<file path="config.mk">
export PLATFORM = sky130hd
export DESIGN_NAME = sprite_blitter
export DESIGN_NICKNAME = d
export VERILOG_FILES = /design/src/rtl/sprite_pkg.sv /design/src/rtl/sprite_addr_gen.sv /design/src/rtl/sprite_blitter.sv
export SDC_FILE = /design/constraint.sdc
export NUM_CORES = 1
export LEC_CHECK = 0
export BUFFER_PORTS_ARGS = -buffer_cell sky130_fd_sc_hd__buf_2
export CAP_MARGIN = 30
export CORE_MARGIN = 2
export CORE_UTILIZATION = 45
export CTS_CLUSTER_SIZE = 20
export DETAILED_ROUTE_END_ITERATION = 7
export GPL_TIMING_DRIVEN = 0
export PLACE_DENSITY_LB_ADDON = 0.05
export SETUP_SLACK_MARGIN = 0.1
export SYNTH_ARGS = -nofsm -noshare
export SYNTH_HDL_FRONTEND = slang
export SYNTH_SLANG_ARGS = --single-unit
</file>
<file path="constraint.sdc">
create_clock -name clk -period 2.1 [get_ports clk]
set_clock_uncertainty 0.2 [all_clocks]
set_input_delay 0.21 -clock clk [delete_from_list [all_inputs] [get_ports clk]]
set_output_delay 0.21 -clock clk [all_outputs]
set_load 0.02 [all_outputs]
</file>
<file path="src/rtl/sprite_pkg.sv">
// sprite_pkg: shared constants, widths, state codes and clip helper for the
// sprite blitter. Optional build macro used by this slice: SPRITE_BLIT_MIRROR_EN.
package sprite_pkg;

    // Sprite geometry and screen limits
    localparam int SPR_ROWS = 12;
    localparam int SPR_COLS = 18;
    localparam int SCREEN_W = 640;
    localparam int SCREEN_H = 480;
    localparam logic [23:0] KEY_COLOUR = 24'hFF0096;

    // Field widths
    localparam int X_W   = 10;
    localparam int Y_W   = 9;
    localparam int ROW_W = 4;
    localparam int COL_W = 5;
    localparam int RGB_W = 24;

    // Clip limits widened by one bit so that pos + offset never wraps
    localparam logic [X_W:0] SCREEN_W_LIM = SCREEN_W[X_W:0];
    localparam logic [Y_W:0] SCREEN_H_LIM = SCREEN_H[Y_W:0];

    // Blitter FSM state codes
    localparam logic [1:0] ST_IDLE  = 2'd0;
    localparam logic [1:0] ST_RUN   = 2'd1;
    localparam logic [1:0] ST_DRAIN = 2'd2;
    localparam logic [1:0] ST_DONE  = 2'd3;

    // True when the texel at (row, col) of a sprite placed at (x0, y0) lands on screen
    function automatic logic on_screen(input logic [X_W-1:0]   x0,
                                       input logic [Y_W-1:0]   y0,
                                       input logic [ROW_W-1:0] row,
                                       input logic [COL_W-1:0] col);
        logic [X_W:0] sx;
        logic [Y_W:0] sy;
        sx = {1'b0, x0} + {{(X_W + 1 - COL_W){1'b0}}, col};
        sy = {1'b0, y0} + {{(Y_W + 1 - ROW_W){1'b0}}, row};
        return (sx < SCREEN_W_LIM) && (sy < SCREEN_H_LIM);
    endfunction

endpackage

</file>
<file path="src/rtl/sprite_addr_gen.sv">
// sprite_addr_gen: raster texel counter (col fastest, then row), last-texel
// flag and horizontal mirroring of the issued ROM column.
module sprite_addr_gen
    import sprite_pkg::*;
(
    input  logic             clk,
    input  logic             reset_n,
    input  logic             clear,
    input  logic             step,
    input  logic             flip,
    output logic [ROW_W-1:0] row,
    output logic [COL_W-1:0] col,
    output logic [COL_W-1:0] addr_col,
    output logic             last
);

    localparam logic [ROW_W-1:0] ROW_MAX = ROW_W'(SPR_ROWS - 1);
    localparam logic [COL_W-1:0] COL_MAX = COL_W'(SPR_COLS - 1);

    assign last     = (row == ROW_MAX) && (col == COL_MAX);
    // Screen position always follows the unmirrored column; only the ROM read flips
    assign addr_col = flip ? (COL_MAX - col) : col;

    // Raster counter: clear on a new blit, advance one texel per step, wrap after the last
    always_ff @(posedge clk or negedge reset_n) begin
        if (!reset_n) begin
            row <= '0;
            col <= '0;
        end else if (clear) begin
            row <= '0;
            col <= '0;
        end else if (step) begin
            if (col == COL_MAX) begin
                col <= '0;
                row <= last ? '0 : row + 1'b1;
            end else begin
                col <= col + 1'b1;
            end
        end
    end

endmodule

</file>
<file path="src/rtl/sprite_blitter.sv">
// sprite_blitter: walks a sprite ROM in raster order, absorbs the ROM's
// one-cycle read latency and streams opaque, on-screen pixels to the
// framebuffer writer. Optional build macro: SPRITE_BLIT_MIRROR_EN (adds flip_x).
module sprite_blitter
    import sprite_pkg::*;
(
    input  logic             clk,
    input  logic             reset_n,
    input  logic             start,
    input  logic [X_W-1:0]   pos_x,
    input  logic [Y_W-1:0]   pos_y,
    input  logic [1:0]       frame_in,
`ifdef SPRITE_BLIT_MIRROR_EN
    input  logic             flip_x,
`endif
    output logic [1:0]       frame_sel,
    output logic [ROW_W-1:0] rom_row,
    output logic [COL_W-1:0] rom_col,
    input  logic [RGB_W-1:0] colour_in,
    output logic             px_valid,
    input  logic             px_ready,
    output logic [X_W-1:0]   px_x,
    output logic [Y_W-1:0]   px_y,
    output logic [RGB_W-1:0] px_colour,
    output logic             busy,
    output logic             done,
    output logic [1:0]       state_dbg
);

    // Pixel handshake: a pixel transfers on a rising edge where px_valid and
    // px_ready are both high. Once px_valid rises, px_x/px_y/px_colour and
    // px_valid hold until that transfer; px_valid never depends on px_ready.
    // The whole pipeline moves only when adv is high (output slot free or draining).

    logic [1:0]       state;
    logic             adv;
    logic             start_acc;
    logic [X_W-1:0]   pos_x_q;
    logic [Y_W-1:0]   pos_y_q;
    logic             flip_w;

    logic [ROW_W-1:0] cnt_row;
    logic [COL_W-1:0] cnt_col;
    logic [COL_W-1:0] cnt_addr_col;
    logic             cnt_last;

    logic             s1_valid;
    logic [ROW_W-1:0] s1_row;
    logic [COL_W-1:0] s1_col;
    logic [ROW_W-1:0] s1_addr_row;
    logic [COL_W-1:0] s1_addr_col;

    assign adv       = !px_valid || px_ready;
    assign start_acc = (state == ST_IDLE) && start;
    assign busy      = (state == ST_RUN) || (state == ST_DRAIN);
    assign done      = (state == ST_DONE);
    assign state_dbg = state;

`ifdef SPRITE_BLIT_MIRROR_EN
    logic flip_q;

    // Mirror select is latched with the blit so it cannot change mid-sprite
    always_ff @(posedge clk or negedge reset_n) begin
        if (!reset_n)       flip_q <= 1'b0;
        else if (start_acc) flip_q <= flip_x;
    end
    assign flip_w = flip_q;
`else
    assign flip_w = 1'b0;
`endif

    sprite_addr_gen u_addr_gen (
        .clk      (clk),
        .reset_n  (reset_n),
        .clear    (start_acc),
        .step     ((state == ST_RUN) && adv),
        .flip     (flip_w),
        .row      (cnt_row),
        .col      (cnt_col),
        .addr_col (cnt_addr_col),
        .last     (cnt_last)
    );

    // ROM address mux: during a stall re-present the address the ROM already holds
    always_comb begin
        rom_row = s1_addr_row;
        rom_col = s1_addr_col;
        if (adv) begin
            rom_row = cnt_row;
            rom_col = cnt_addr_col;
        end
    end

    // Blit control FSM
    always_ff @(posedge clk or negedge reset_n) begin
        if (!reset_n) begin
            state <= ST_IDLE;
        end else begin
            case (state)
                ST_IDLE:  if (start)              state <= ST_RUN;
                ST_RUN:   if (adv && cnt_last)    state <= ST_DRAIN;
                ST_DRAIN: if (!s1_valid && adv)   state <= ST_DONE;
                default:                          state <= ST_IDLE;
            endcase
        end
    end

    // Blit parameters sampled once per accepted start
    always_ff @(posedge clk or negedge reset_n) begin
        if (!reset_n) begin
            pos_x_q   <= '0;
            pos_y_q   <= '0;
            frame_sel <= '0;
        end else if (start_acc) begin
            pos_x_q   <= pos_x;
            pos_y_q   <= pos_y;
            frame_sel <= frame_in;
        end
    end

    // Copy of the ROM's internal address register, so colour_in stays put through stalls
    always_ff @(posedge clk or negedge reset_n) begin
        if (!reset_n) begin
            s1_addr_row <= '0;
            s1_addr_col <= '0;
        end else begin
            s1_addr_row <= rom_row;
            s1_addr_col <= rom_col;
        end
    end

    // Stage 1: tracks which texel colour_in belongs to
    always_ff @(posedge clk or negedge reset_n) begin
        if (!reset_n) begin
            s1_valid <= 1'b0;
            s1_row   <= '0;
            s1_col   <= '0;
        end else if (adv) begin
            s1_valid <= (state == ST_RUN);
            s1_row   <= cnt_row;
            s1_col   <= cnt_col;
        end
    end

    // Output register: keep opaque on-screen texels, drop the rest
    always_ff @(posedge clk or negedge reset_n) begin
        if (!reset_n) begin
            px_valid  <= 1'b0;
            px_x      <= '0;
            px_y      <= '0;
            px_colour <= '0;
        end else if (adv) begin
            px_valid  <= s1_valid && (colour_in != KEY_COLOUR)
                         && on_screen(pos_x_q, pos_y_q, s1_row, s1_col);
            px_x      <= pos_x_q + {{(X_W - COL_W){1'b0}}, s1_col};
            px_y      <= pos_y_q + {{(Y_W - ROW_W){1'b0}}, s1_row};
            px_colour <= colour_in;
        end
    end

endmodule

</file>
==> Word-level counts from Yosys, hierarchy flattened <==
Cells that the tools add are included.
{ "word_totals": {"regBits": 95, "output_inout_bits": 59, "wordCells": 62} }
{ "classes": {"add_sub_neg": 6, "magnitude_cmp": 2, "eq_ne": 9, "n_mux": 13, "reduce_logical": 17} }
{ "ops": {"columns": ["op", "n"], "rows": [
  ["$ne A24 B24 Y1 const B", 1],
  ["$mux W4", 5],
  ["$mux W5", 4],
  ["$add A10 B5 Y11", 1],
  ["$lt A11 B10 Y1 const B", 1],
  ["$add A10 B5 Y10", 1],
  ["$add A9 B4 Y10", 1],
  ["$lt A10 B9 Y1 const B", 1],
  ["$add A9 B4 Y9", 1],
  ["$logic_and A1 B1 Y1", 8],
  ["$mux W2", 3],
  ["$pmux W2 S3", 1],
  ["$add A5 B1 Y5 const B", 1],
  ["$eq A5 B5 Y1 const B", 1],
  ["$add A4 B1 Y4 const B", 1],
  ["$eq A2 B2 Y1 const B", 2],
  ["$eq A4 B4 Y1 const B", 1],
  ["$ne A2 B2 Y1 const B", 2],
  ["$reduce_bool A2 Y1", 2],
  ["$reduce_and A3 Y1", 1],
  ["$eq A2 B1 Y1 const B", 1],
  ["$logic_not A1 Y1", 2],
  ["$logic_not A2 Y1", 1],
  ["$logic_or A1 B1 Y1", 2],
  ["2 further kinds", 2]
]} }

==> Longest topological paths before layout <==
{ "logic_depth": {"depth_word": 6, "depth_mapped": 8, "ltp_nobuf": 8} }

==> By module <==
Synthesis repeated with hierarchy kept, for this count alone.
{ "unflattened": {"cells_unflattened": 464, "hier_area_um2": 4549.4} }
{ "modules_own_cells": {"columns": ["module", "n_inst", "cells_each", "area_per_inst_um2", "seq_area_each_um2"], "rows": [
  ["sprite_blitter", 1, 397, 3938.8, 2152.1],
  ["sprite_addr_gen", 1, 67, 610.6, 225.2]
]} }

==> Worst setup path before layout <==
Ideal clock, no wire load.
{ "synth_path": {"kind": "reg2reg", "start": "register pos_x_q[0]", "end": "register px_valid", "setup_ns": 0.140, "arrival_ns": 1.799, "t_required_ns": 1.760, "path_slack_ns": -0.039, "path_stages_with_launch": 8, "path_cell_list": "dfrtp_1 ha_1 fa_1 a211oi_1 nor2_1 or3_1 o22ai_1 o31ai_1"} }
{ "synth_between": {"elab_chain_len": 4} }
{ "synth_rtl": {"columns": ["item", "line_no", "text"], "rows": [
  ["start: declaration", "sprite_blitter.sv:38", "logic [X_W-1:0] pos_x_q;"],
  ["start signal: assignment", "sprite_blitter.sv:115", "pos_x_q <= pos_x;"],
  ["$add A10 B5 Y11", "sprite_pkg.sv:36", "sx = {1'b0, x0} + {{(X_W + 1 - COL_W){1'b0}}, col};"],
  ["$lt A11 B10 Y1", "sprite_pkg.sv:38", "return (sx < SCREEN_W_LIM) && (sy < SCREEN_H_LIM);"],
  ["$logic_and A1 B1 Y1", "sprite_pkg.sv:38", null],
  ["$logic_and A1 B1 Y1", "sprite_blitter.sv:154", "&& on_screen(pos_x_q, pos_y_q, s1_row, s1_col);"],
  ["end signal: assignment", "sprite_blitter.sv:153", "px_valid <= s1_valid && (colour_in != KEY_COLOUR)"],
  ["end: declaration", "sprite_blitter.sv:20", "output logic px_valid,"]
]} }
No other way between the ends.
A chain may end at the register's enable or synchronous reset.

==> Worst setup path in the final report <==
{ "layout_path": {"start": "register s1_col[0]", "end": "register px_valid"} }
{ "layout_between": {"elab_chain_len": 4} }
{ "layout_rtl": {"columns": ["item", "line_no", "text"], "rows": [
  ["start: declaration", "sprite_blitter.sv:49", "logic [COL_W-1:0] s1_col;"],
  ["start signal: assignment", "sprite_blitter.sv:141", "s1_col <= cnt_col;"],
  ["$add A10 B5 Y11", "sprite_pkg.sv:36", null],
  ["$lt A11 B10 Y1", "sprite_pkg.sv:38", null],
  ["$logic_and A1 B1 Y1", "sprite_pkg.sv:38", null],
  ["$logic_and A1 B1 Y1", "sprite_blitter.sv:154", null]
]} }
No other way between the ends.

==> impl_summary.log <==
INFO  metric postSynthNetCount = between 500 and 600
INFO  metric most_frequently_used_cell_type_in_the_post_synthesis_netlist = sky130_fd_sc_hd__nand2_1
INFO  metric worst_path_class_setup = register to register
INFO  metric design.final.nets = 690
INFO  metric global_route.usage.total = a little over a fifth
INFO  metric finalSetupViolCount = 3
INFO  metric drtAntennaViolNets = 0
INFO  metric routed_wl = about 11000 um
INFO  metric stdcell_area = 6100 um2
INFO  metric drv_slew = 0
INFO  metric yosysUniqueCellTypes = 42
INFO  metric final.period_utilization = 104%
INFO  metric place.gp.congestion = just over 0.8
INFO  metric post_synth.cell_area_avg = between 9 and 10 um2
INFO  metric floorplan.core_area = 9280 um2
INFO  metric violated_checks = negative setup slack
INFO  metric most_numerous_cell_types_in_the_synthesized_netlist = sky130_fd_sc_hd__nand2_1, sky130_fd_sc_hd__dfrtp_1, sky130_fd_sc_hd__nor2_1, sky130_fd_sc_hd__o21ai_0, sky130_fd_sc_hd__mux2_2
INFO  metric worstHoldPathType = input port to register
INFO  metric place.detailed.instances = 677
INFO  metric synth-edff-count = 0
INFO  metric netlist.area_leader.share = around 55%
INFO  metric worst_setup_path_start_kind = register
INFO  metric vias_per_cell = 4.87
INFO  metric total_power = ~4800 uW
INFO  metric clock_tree.htree_level_count = 3
INFO  metric num_antenna_cells = 0
INFO  metric required = 2.12 ns
INFO  metric post_synth_main_area_contributors = sky130_fd_sc_hd__dfrtp_1, sky130_fd_sc_hd__nand2_1, sky130_fd_sc_hd__mux2_2, sky130_fd_sc_hd__ha_1, sky130_fd_sc_hd__o21ai_0
INFO  metric run_status = complete, but fails checks
INFO  metric p_leak = about 0.0031 uW
INFO  metric rsz0062_at_grt = true
INFO  metric cellPowerDensity = 785 nW/um2
INFO  metric first_global_vias = approximately 3700
INFO  metric die_height = around 100 um
INFO  metric ys.warnings.count = 0
INFO  metric worst_ir_drop_vdd = 421 uV
INFO  metric clock_path_buffers = 2
INFO  metric syn_std_cell_area = between 4000 and 5000 um2
INFO  metric clk_latency = 0.36 ns
INFO  metric path_max_fanout = 3
INFO  metric initial_core_util = a little under half
INFO  metric post-route-worst-setup-slack = -0.0798 ns
INFO  metric yosys.area.top_type = sky130_fd_sc_hd__dfrtp_1
INFO  metric cts_buffers = 9
INFO  metric grt_max_degree = 61
INFO  metric drtPass1Iterations = 4
INFO  metric syn_to_final_growth = 41.3%
INFO  metric detailed_route_via_count = 3688
INFO  metric yosysSeqAreaShare = 55.0%
INFO  metric cap_violations = 0
INFO  metric relSlewSlack = between 50 and 60%
INFO  metric synthesis.instances = 440
INFO  metric final.min_clock_period = 2.18 ns
INFO  metric max_freq = between 400 and 500 MHz
INFO  metric num_rows = 35
INFO  metric finalNonFillerCells = between 700 and 800
INFO  metric synth_seq_cells = 95
INFO  metric post-route-drc-count = 0
INFO  metric cts_root_buf = sky130_fd_sc_hd__clkbuf_8
INFO  metric async_flop_share = 100%
INFO  metric clock-sinks = 95
INFO  metric die_area = 10400 um2
INFO  metric cts_tree = built
INFO  metric cp_data_arrival_time = roughly 2.2 ns
INFO  metric endpoint_kind = register
INFO  metric grt_overflow_total = 0
INFO  metric postPlaceCellArea = 5070 um2
INFO  metric drive_above_1_share = 32.3%
INFO  metric timing.setup.tns = -0.117 ns
INFO  metric post_synth_top_flop = sky130_fd_sc_hd__dfrtp_1
INFO  metric grt_first_pass_wirelength = 17200 um
INFO  metric routedWlPerCell = between 10 and 15 um
INFO  metric dp_hpwl = approximately 7300 um
INFO  metric io_pins = ~110
INFO  metric tightest_slew = around 0.62 ns
INFO  metric floorplan.die.width = ~100 um
INFO  metric detail_route.iter0.violations = between 80 and 90
INFO  metric buffer_ports.inserted = about 110
INFO  metric clkSlewWorstSetupHoldPaths = 0.10 ns
INFO  metric final_hold_viol_count = 0
INFO  metric antenna_found_initial = 0
==> sequential cells by signal (all words and copies together) (netlist names), 4 cells and up <==
signal,count
px_x,10
s1_addr_row,4
s1_addr_col,5
px_y,9
s1_col,5
px_colour,24
u_addr_gen.row,4
pos_x_q,10
u_addr_gen.col,5
pos_y_q,9
s1_row,4
==> report_power, final <==
group	leakage (uW)	switching [uW]	internal, uW	total (uW)
combinational	0.00182	780	579	1360
sequential	0.00120	187	2120	2300
clock	0.0000849	661	467	1130
total	0.00310	1630	3160	4790
==> cell type report <==
type	count	area (um2)
buffer	19	170
tap	129	161
clock buffer	10	138
multi-input combinational	317	2000
timing repair buffer	172	1180
sequential	95	2380
fill	807	3180
clock inverter	6	45.0
inverter	9	33.8
==> path summary, 6_finish.rpt <==
check	start	endpoint	slack (ns)	cells after the start
setup / recovery	s1_col[0]	px_valid	-0.08	7
hold / removal	start	state_dbg[0]	0.10	4
setup reg to reg	s1_col[0]	px_valid	-0.08	7
hold reg to reg	px_x[1]	px_x[1]	0.27	2
max in group asynchronous	reset_n	s1_row[1]	0.90	3
min in group asynchronous	reset_n	px_colour[4]	0.15	2
==> repair_timing <==
action,in CTS,in global routing
hold buffers,46,0
resized for setup,42,42
setup buffers,10,8
setup endpoints to repair,90,45
hold endpoints to repair,80,0
pin swaps,9,12
==> per-stage QoR <==
stage / worst slack (ns) / util, % / hold WS [ns]
2_1_floorplan: 0.0362 / - / -0.286
3_3_place_gp: -0.361 / 54.3 / 0.223
3_5_place_dp: -0.372 / 54.6 / 0.00454
4_1_cts: -0.0606 / 63.7 / 0.100
5_1_grt: -0.160 / 65.8 / 0.109
6_report: -0.0798 / 65.8 / 0.102
==> layer usage <==
| layer | vias to the layer above | share of wire, % | GRT usage [%] |
|---|---|---|---|
| met3 | 11 | 3.9 | 2.87 |
| met4 | 0 | 1.3 | 6.46 |
| met1 | 1761 | 46 | 27.9 |
| li1 | 1831 | - | - |
| met2 | 85 | 49 | 37.5 |
| met5 | - | 0 | 0 |
==> critical path, cell delays in order (launching register included) <==
cell	delay, ns
sky130_fd_sc_hd__dfrtp_1	0.43
sky130_fd_sc_hd__ha_4	0.19
sky130_fd_sc_hd__fa_2	0.39
sky130_fd_sc_hd__a211oi_2	0.22
sky130_fd_sc_hd__nor2_2	0.08
sky130_fd_sc_hd__or3_1	0.33
sky130_fd_sc_hd__o22ai_2	0.14
sky130_fd_sc_hd__o31ai_2	0.07
==> cell families after synthesis <==
| group | share of synthesized area (%) |
|---|---|
| AND/OR/NAND/NOR | 20.7 |
| flip-flops | 55.0 |
| AO/OA/AOI/OAI | 7.79 |
| buffers and inverters | 2.46 |
| multiplexers | 5.41 |
| adder cells (fa/ha/maj) | 5.56 |
| XOR/XNOR | 3.04 |
==> layout by cell type (no fill, tap or decap), types with 2 or more instances in the layout <==
cell | synthesis | routed
sky130_fd_sc_hd__mux2i_1 | 2 | 2
sky130_fd_sc_hd__buf_2 | 1 | 100
sky130_fd_sc_hd__dlygate4sd3_1 | 0 | 46
sky130_fd_sc_hd__a211oi_1 | 4 | 2
sky130_fd_sc_hd__o22ai_2 | 0 | 2
sky130_fd_sc_hd__clkbuf_8 | 0 | 10
sky130_fd_sc_hd__a21oi_1 | 16 | 13
sky130_fd_sc_hd__nand2b_1 | 5 | 4
sky130_fd_sc_hd__and2_1 | 3 | 3
sky130_fd_sc_hd__ha_4 | 0 | 2
sky130_fd_sc_hd__nand4b_1 | 2 | 2
sky130_fd_sc_hd__dfrtp_1 | 95 | 95
sky130_fd_sc_hd__o21ai_0 | 23 | 16
sky130_fd_sc_hd__nand3_1 | 7 | 7
sky130_fd_sc_hd__a31oi_1 | 2 | 2
sky130_fd_sc_hd__o31ai_2 | 0 | 2
sky130_fd_sc_hd__ha_1 | 16 | 11
sky130_fd_sc_hd__inv_1 | 9 | 8
sky130_fd_sc_hd__xnor2_1 | 4 | 4
sky130_fd_sc_hd__buf_8 | 0 | 7
sky130_fd_sc_hd__clkbuf_1 | 16 | 7
sky130_fd_sc_hd__nand2_1 | 146 | 143
sky130_fd_sc_hd__ha_2 | 0 | 3
sky130_fd_sc_hd__nand2_2 | 0 | 3
sky130_fd_sc_hd__buf_6 | 0 | 4
sky130_fd_sc_hd__a21oi_2 | 0 | 2
sky130_fd_sc_hd__nor2_1 | 23 | 22
sky130_fd_sc_hd__nor4b_1 | 2 | 2
sky130_fd_sc_hd__xor2_1 | 11 | 11
sky130_fd_sc_hd__a21o_1 | 2 | 2
sky130_fd_sc_hd__nand4_1 | 5 | 5
sky130_fd_sc_hd__a211oi_2 | 0 | 2
sky130_fd_sc_hd__mux2_2 | 19 | 19
sky130_fd_sc_hd__fa_2 | 0 | 2
sky130_fd_sc_hd__buf_4 | 0 | 23
sky130_fd_sc_hd__clkinvlp_4 | 0 | 3
sky130_fd_sc_hd__o21ai_1 | 0 | 6
(Power assumes the default switching activity.)
